--- config.mk ---
export PLATFORM = sky130hd
export DESIGN_NAME = bus_size_sequencer
export DESIGN_NICKNAME = d
export VERILOG_FILES = /design/src/rtl/bus_size_sequencer.sv
export SDC_FILE = /design/constraint.sdc
export NUM_CORES = 1
export LEC_CHECK = 0
export ABC_AREA = 0
export CAP_MARGIN = 20
export CORE_MARGIN = 2
export CORE_UTILIZATION = 49
export CTS_CLUSTER_DIAMETER = 40
export DETAILED_ROUTE_END_ITERATION = 7
export GPL_TIMING_DRIVEN = 0
export PLACE_DENSITY = 0.85
export SYNTH_ARGS = -nofsm -noshare
export SYNTH_HDL_FRONTEND = slang
export SYNTH_SLANG_ARGS = --single-unit
--- constraint.sdc ---
create_clock -name clk -period 1.9 [get_ports clk]
set_input_delay 0.19 -clock clk [delete_from_list [all_inputs] [get_ports clk]]
set_output_delay 0.19 -clock clk [all_outputs]
set_load 0.005 [all_outputs]
--- src/rtl/bus_size_sequencer.sv ---
// bus_size_sequencer
//   Breaks one 68030-style access (byte offset, size, direction) on a 32-bit
//   big-endian bus into one or more beats on a narrower downstream port.
//   Each beat drives an address, byte enables and a strobe, and waits for an
//   acknowledge. A per-beat timeout aborts the rest of the access.
//
// Ports
//   clk    in   clock
//   rst    in   asynchronous active-high reset
//   req    in   start strobe, sampled only while idle
//   a      in   CPU byte offset within the long word
//   siz    in   transfer size (01=1, 10=2, 11=3, 00=4 bytes)
//   wr     in   write (1) / read (0), latched with req
//   ack    in   port acknowledge for the current beat
//   busy   out  access in progress
//   b      out  latched CPU lane mask, b[3] = offset 0 ... b[0] = offset 3
//   pa     out  beat byte offset (chunk * PORT_BYTES)
//   pbe    out  port byte enables, MSB = lowest offset in the chunk
//   blane  out  CPU lanes served by the current beat
//   pstb   out  beat strobe
//   pwr    out  latched direction
//   done   out  one-cycle completion pulse
//   err    out  valid with done, 1 = aborted by timeout
module bus_size_sequencer #(
  parameter int PORT_BYTES = 4,
  parameter int TMO_CYCLES = 255
) (
  input  logic                  clk,
  input  logic                  rst,
  input  logic                  req,
  input  logic [1:0]            a,
  input  logic [1:0]            siz,
  input  logic                  wr,
  input  logic                  ack,
  output logic                  busy,
  output logic [3:0]            b,
  output logic [1:0]            pa,
  output logic [PORT_BYTES-1:0] pbe,
  output logic [3:0]            blane,
  output logic                  pstb,
  output logic                  pwr,
  output logic                  done,
  output logic                  err
);

  // log2 of the port width; chunk index <-> byte offset conversion
  localparam int SHIFT = (PORT_BYTES == 4) ? 2 : ((PORT_BYTES == 2) ? 1 : 0);
  // lane window of chunk 0; shifted right by the beat offset for later chunks
  localparam logic [3:0] WIN_TOP = 4'(4'b1111 << (4 - PORT_BYTES));
  // counter value seen on the last permitted strobe cycle of a beat
  localparam logic [7:0] TMO_LAST = 8'(TMO_CYCLES - 1);
  localparam bit TMO_EN = (TMO_CYCLES != 0);

  typedef enum logic [1:0] {
    ST_IDLE = 2'b00,
    ST_BEAT = 2'b01,
    ST_GAP  = 2'b10,
    ST_FIN  = 2'b11
  } state_t;

  // Highest offset touched by the access; bytes beyond offset 3 are left to
  // the CPU's follow-up cycle, so the result saturates at 3.
  function automatic logic [1:0] last_offset(input logic [1:0] off, input logic [1:0] sz);
    logic [2:0] sum;
    // size-1 in two bits: 00 (four bytes) wraps to 3
    sum = {1'b0, off} + {1'b0, 2'(sz - 2'd1)};
    if (sum > 3'd3) begin
      sum = 3'd3;
    end else begin
      sum = sum;
    end
    return sum[1:0];
  endfunction

  // Lane mask with the bit for offset k at position 3-k.
  function automatic logic [3:0] lane_mask(input logic [1:0] off, input logic [1:0] sz);
    logic [1:0] hi;
    logic [3:0] m;
    hi = last_offset(off, sz);
    m  = 4'b0000;
    for (int k = 0; k < 4; k++) begin
      m[3-k] = (2'(k) >= off) && (2'(k) <= hi);
    end
    return m;
  endfunction

  state_t      state_r, state_nx_s;
  logic [1:0]  chunk_r, chunk_nx_s;
  logic [1:0]  last_chunk_r, last_chunk_nx_s;
  logic [7:0]  tmo_cnt_r;
  logic        tmo_hit_s;
  logic [3:0]  b_nx_s;
  logic        pwr_nx_s;

  logic        busy_s, pstb_s, done_s, err_s;
  logic [1:0]  pa_s;
  logic [3:0]  lanes_s;
  logic [PORT_BYTES-1:0] pbe_s;
  logic [3:0]  blane_s;

  // State register and access context (chunk pointer, last chunk, timeout counter)
  always_ff @(posedge clk or posedge rst) begin
    if (rst) begin
      state_r      <= ST_IDLE;
      chunk_r      <= 2'd0;
      last_chunk_r <= 2'd0;
      tmo_cnt_r    <= 8'd0;
    end else begin
      state_r      <= state_nx_s;
      chunk_r      <= chunk_nx_s;
      last_chunk_r <= last_chunk_nx_s;
      if ((state_nx_s == ST_BEAT) && (state_r != ST_BEAT)) begin
        tmo_cnt_r <= 8'd0;
      end else if ((state_r == ST_BEAT) && !ack) begin
        tmo_cnt_r <= tmo_cnt_r + 8'd1;
      end else begin
        tmo_cnt_r <= tmo_cnt_r;
      end
    end
  end

  // Next-state logic: request acceptance, beat advance and timeout abort
  always_comb begin
    state_nx_s      = state_r;
    chunk_nx_s      = chunk_r;
    last_chunk_nx_s = last_chunk_r;
    b_nx_s          = b;
    pwr_nx_s        = pwr;
    tmo_hit_s       = 1'b0;
    case (state_r)
      ST_IDLE: begin
        if (req) begin
          state_nx_s      = ST_BEAT;
          chunk_nx_s      = 2'(a >> SHIFT);
          last_chunk_nx_s = 2'(last_offset(a, siz) >> SHIFT);
          b_nx_s          = lane_mask(a, siz);
          pwr_nx_s        = wr;
        end else begin
          state_nx_s = ST_IDLE;
        end
      end
      ST_BEAT: begin
        // an ack on the final permitted cycle still counts as a normal beat
        tmo_hit_s = TMO_EN && (tmo_cnt_r == TMO_LAST) && !ack;
        if (ack) begin
          if (chunk_r == last_chunk_r) begin
            state_nx_s = ST_FIN;
          end else begin
            state_nx_s = ST_GAP;
            chunk_nx_s = 2'(chunk_r + 2'd1);
          end
        end else if (tmo_hit_s) begin
          state_nx_s = ST_FIN;
        end else begin
          state_nx_s = ST_BEAT;
        end
      end
      ST_GAP: begin
        state_nx_s = ST_BEAT;
      end
      ST_FIN: begin
        state_nx_s = ST_IDLE;
      end
      default: begin
        state_nx_s = ST_IDLE;
      end
    endcase
  end

  // Output decode from the upcoming state so every output leaves a flop
  always_comb begin
    busy_s  = (state_nx_s != ST_IDLE);
    pstb_s  = (state_nx_s == ST_BEAT);
    done_s  = (state_nx_s == ST_FIN);
    err_s   = (state_nx_s == ST_FIN) && tmo_hit_s;
    pa_s    = 2'd0;
    lanes_s = 4'b0000;
    pbe_s   = '0;
    blane_s = 4'b0000;
    if (state_nx_s == ST_BEAT) begin
      pa_s    = 2'(chunk_nx_s << SHIFT);
      // bring the chunk's lanes to the top so the MSB is its lowest offset
      lanes_s = 4'(b_nx_s << pa_s);
      pbe_s   = lanes_s[3 -: PORT_BYTES];
      blane_s = b_nx_s & (WIN_TOP >> pa_s);
    end else begin
      pa_s    = 2'd0;
      lanes_s = 4'b0000;
      pbe_s   = '0;
      blane_s = 4'b0000;
    end
  end

  // Output registers; async reset drops the strobe immediately
  always_ff @(posedge clk or posedge rst) begin
    if (rst) begin
      busy  <= 1'b0;
      pstb  <= 1'b0;
      done  <= 1'b0;
      err   <= 1'b0;
      pwr   <= 1'b0;
      b     <= 4'b0000;
      pa    <= 2'd0;
      pbe   <= '0;
      blane <= 4'b0000;
    end else begin
      busy  <= busy_s;
      pstb  <= pstb_s;
      done  <= done_s;
      err   <= err_s;
      pwr   <= pwr_nx_s;
      b     <= b_nx_s;
      pa    <= pa_s;
      pbe   <= pbe_s;
      blane <= blane_s;
    end
  end

endmodule

==> flow_summary.toml <==
[run_status]
outcome = "finished, final reports clean"

[detailed_routing]
num_vias = 975
dr.pass1.iters = 4
viasPerCell = 5.51
ant_nets = 0
drt-total-wl_um = 2460
avgRoutedWirePerCell_um = 13.9
initialDrtViolationCount = 15
drcViolationCount = 0

[power]
p_sw_share_pct = 32.9
switchingPower_uw = 592
seqPwrFrac_pct = 43.1
vdd_drop_max_mv = 0.818
p_int_mw = 1.21
power_density_nw_per_um2 = 1140
clkPwrFrac_pct = 13.1
power_frac_comb_pct = 43.8
p_leak_nw = 0.719

[clocking]
clk_pin_slew_ns = 0.13
cts_hold_buf = 0
cts_made_buffers = 3
htree_num_levels = 1
ctsLongestPathBuffers = 2
post-cts-setup-buffer-count = 0
clk-insertion-delay-late_ns = 0.32
cts_num_sinks = 25
post_cts_resized = 0
cts_root_buf = "clkbuf_4"
cts_tree = "done"

[global_route]
grt_pass1_wl_um = 4140
gr-total-overflow = 0
antenna_found_initial = 0
grt_start_max_net_pins = 26
grt_pass1_vias = 954
track_usage_pct = 19.9

[sta]
min_period_ns = 1.84
fmax_ghz = 0.545
rsz0062_at_grt = "no"
fin_tns_setup_ns = 0
fin_crit_sh_pct = 96.6
fin_skew_ns = 0.00170
hold_violations = 0
relSlewSlack_pct = 38.7
worst_hold_slack_ns = 0.368
slew_viol_final = 0
setup_violations = 0
worst_pin_slew_ns = 0.918

[setup_path]
cp.required_ns = 2.15
crit_path_max_fanout = 3
critical_path_class = "in -> reg"
critical_path_arrival_ns = 2.08
start_kind = "primary input"
reg2reg_depth = 4
cp-end-kind = "flip-flop"

[logic_synthesis]
ys_top_cells_by_area = "dfrtp_1 50%, nand2_1 4.8%, ha_1 4.0%"
ys_types = 39
synth_top_area_share_pct = 49.8
ys_seq_elements = 25
avgSynthCellArea_um2 = 10.7
netlist_area_um2 = 1260
synth_top_area_cell = "dfrtp_1"
yosys-top-cells-count = "25 x dfrtp_1, 16 x nand2_1, 7 x inv_1, 6 x buf_4, 5 x nand3_1"
yosysMostFrequentCell = "dfrtp_1"
synth_edf_count = 0
yosysWarnings = 0
synthArstFlopShare_pct = 100
synthFlopType = "dfrtp_1"
syn_inst = 117
ys_seq_area_share_pct = 49.8

[floorplanning]
coreArea_um2 = 2450
start_util_pct = 51.2
rows = 18
die_w_um = 54.7
die_h_um = 54.7
io_pins = 28
die_area_um2 = 2990

[worst_hold_path]
hold_class = "in -> async"

[place]
port_buffers = 25
dp.cells = 173
dp_hpwl_um = 1860
finalWeightedCongestion = 0.719
dpl_cell_area_um2 = 1550

[layout]
layout-drive-gt1-share_pct = 12.2
area_delta_synth_final_pct = 25.4
fin_area_um2 = 1580
register_area_um2 = 626
fin_util_pct = 64.2
layout.nets = 162
layout.cells.non_filler = 177
antenna_cells = 0
nFillCells = 187
multi_input_area_um2 = 532

[flow_run]
drv_cap = 0
==> metrics by stage <==
step | setup WS, ns | total power, mW
global route | 0.0212 | 1.93
CTS | 0.0746 | 1.82
floorplan | 0.390 | 1.19
global placement | -0.151 | 1.54
detailed placement | -0.215 | 1.58
finish | 0.0649 | 1.80
==> power groups by stage <==
stage	clock, mW	combinational (mW)	sequential, mW
4_1_cts	0.242	0.796	0.779
2_1_floorplan	0	0.406	0.782
6_report	0.236	0.788	0.777
3_3_place_gp	0	0.766	0.777
5_1_grt	0.263	0.872	0.794
3_5_place_dp	0	0.792	0.791
==> metal layers <==
metal | GRT usage [%] | wire length, um
met1 | 23.3 | 969
met2 | 35.7 | 1320
met3 | 2.46 | 118
met4 | 9.17 | 51
met5 | 0 | 0
==> worst paths after layout <==
path                                 start          to  slack (ns)
worst max-delay path                siz[0]    blane[2]        0.06
worst min-delay path                   rst    blane[1]        0.37
worst max register to register  state_r[0]    blane[1]        0.26
worst min register to register         pwr         pwr        0.50
max in group asynchronous              rst  state_r[0]        0.98
min in group clk                        wr         pwr        0.40
==> worst max-delay path, cell delays in order <==
cell             delay (ns)
clkdlybuf4s50_1        0.51
inv_1                  0.07
ha_1                   0.20
fa_1                   0.54
nor3_1                 0.07
or3_1                  0.34
a22oi_2                0.17
==> cell type report <==
type,count,area share (%)
Buffer,10,4.92
Clock buffer,3,1.43
Clock inverter,1,0.317
Inverter,7,1.67
Multi-Input combinational cell,76,33.7
Sequential cell,25,39.7
Tap cell,30,2.38
Timing Repair Buffer,25,15.9
==> cell families after synthesis <==
logic type      Yosys count  synth area share, %
compound gates           24                 14.2
xor+xnor                  2                 1.39
fa+ha+maj                 5                 5.57
buf+inv                  17                 8.26
flops                    25                 49.8
mux                       3                 2.49
other cells               1                0.298
simple gates             40                 18.0
==> cell usage in the layout (no fill, tap or decap), drive strengths merged, types with 2 or more instances in the layout <==
cell type	Yosys	routed
a22oi	3	3
o211ai	2	2
or3	3	3
a21oi	3	3
nand2	16	16
nor3	3	3
o21ai	5	5
clkbuf	0	3
clkdlybuf4s50	0	25
nor2	2	2
nor3b	3	3
ha	4	4
inv	7	7
buf	10	10
mux2i	2	2
xnor2	2	2
a22o	3	3
conb	1	2
nand3	5	5
dfrtp	25	25
nand4	2	2
or3b	2	2
==> sequential cells by signal (all words and copies together) (netlist names) <==
signal     cells
tmo_cnt_r      8
pstb           1
err            1
blane          4
done           1
busy           1
state_r        2
chunk_r        2
b              4
pwr            1
Note: power is estimated with default switching activity, not from simulation.
==> variant: new RTL, config.mk and constraints unchanged <==
The 4 states of `state_t` get a one-hot encoding in 4 bits.
--- a/src/rtl/bus_size_sequencer.sv
+++ b/src/rtl/bus_size_sequencer.sv
@@ -53,7 +53,7 @@
 
-  typedef enum logic [1:0] {
-    ST_IDLE = 2'b00,
-    ST_BEAT = 2'b01,
-    ST_GAP  = 2'b10,
-    ST_FIN  = 2'b11
+  typedef enum logic [3:0] {
+    ST_IDLE = 4'b0001,
+    ST_BEAT = 4'b0010,
+    ST_GAP  = 4'b0100,
+    ST_FIN  = 4'b1000
   } state_t;
Behaviour: same outputs for any inputs over 10 cycles, from zero or initial values and one cycle with rst high; not proved beyond that.
==> variant against the original RTL <==
Clock power up 6%; sequential share of layout area up 0.21 points; final area up 7.6%; final cell count up 3.4%; worst setup slack better by 0.041 ns; critical path depth up 1; sequential cell count up 2; synthesized cell count up 5.1%; first-iteration DRC count down 73%; count of clock-buffer cells in the layout unchanged; global-route usage down 3.3 points; total power up 4.4%; wire length down 0.20%; synthesized area up 6.1%; critical endpoint unchanged.
==> variant: results (changes against the original RTL) <==
[run_status]
status = complete, no violations

[setup_path]
rr_endpoint = tmo_cnt_r[5]$_DFFE_PP0P_
r2r-start = state_r[2]$_DFF_PP0_
cp.arrival_ns = 2.01  ; -0.07 ns
reg2reg_depth = 5  ; +1
ff2ff_setup_slack_ns = 0.11  ; -0.15 ns
critPathSlowestCell = clkdlybuf4s50_1

[sta]
tightest_slew_ns = 0.5318  ; -0.3860 ns
holdWs_ns = 0.04444  ; -0.3234 ns
fin_worst_skew_ns = 0.005630  ; +0.003930 ns

[drt]
met2_length_um = 1350  ; +2.2%
wl_met1_um = 1013  ; +4.5%
drt_iter0_drc = 4  ; -11
wl_um = 2456  ; -0.20%
routed-wl-met3_um = 64  ; -46%

[place]
dp_hpwl_um = 1897  ; +1.8%
place_congestion = 0.7279  ; +1.3%
dpl.cell_count = 179  ; +3.5%

[layout]
drive_gt1_share_pct = 19.61  ; +7.4 points
layout.cells.non_filler = 183  ; +3.4%
layout.nets = 168  ; +3.7%
fill_cells = 199  ; +6.4%

[synthesis]
ys_seq_area_share_pct = 50.75  ; +1.0 points
synth_compound_area_share_pct = 7.129  ; -7.1 points
synth-xor-area-share_pct = 3.940  ; +2.5 points
synthTopCellsByCount = dfrtp_1 (26), nor2_1 (13), inv_1 (10), nand2_1 (7)
synth_adder_area_share_pct = 5.253  ; -0.32 points
synth_area_leaders = dfrtp_1 (49%), mux2_2 (5.1%), xnor2_1 (3.9%)

[global_routing]
use_met1_pct = 18.26  ; -5.1 points
grt_max_degree = 28  ; +7.7%
grt_pass1_vias = 963  ; +0.94%
gr-usage-all-layers_pct = 16.64  ; -3.3 points

[pwr]
p_switching_uw = 597.3  ; +0.92%

## variant: repair_timing
| item | 4_1_cts | 5_1_grt |
|---|---|---|
| pin swaps | 0 | 0 |
| endpoints found under the setup margin | 1 | 4 |
| endpoints found under the hold margin | 0 | 0 |
| resized for setup | 1 | 3 |
| buffers inserted | 0 | 0 |
## variant: power by group through the flow
stage               Combinational, mW  Sequential, mW  Clock, mW
floorplan                       0.402           0.838          0
CTS                             0.788           0.836      0.261
global placement                0.756           0.836          0
detailed placement              0.783           0.846          0
finish                          0.790           0.839      0.250
global route                    0.865           0.862      0.287
## variant: final cells by class
class,count,area share (%)
Sequential cell,27,39.90
Timing Repair Buffer,26,16.37
Inverter,10,2.212
Multi-Input combinational cell,79,34.22
Tap cell,30,2.212
Buffer,7,3.319
Clock inverter,1,0.4425
Clock buffer,3,1.327
## variant: critical path, delay by kind of cell
kind | cells | cell delay, ns
mux | 1 | 0.26
fa+ha+maj | 2 | 0.64
buf+inv | 2 | 0.55
simple gates | 3 | 0.37
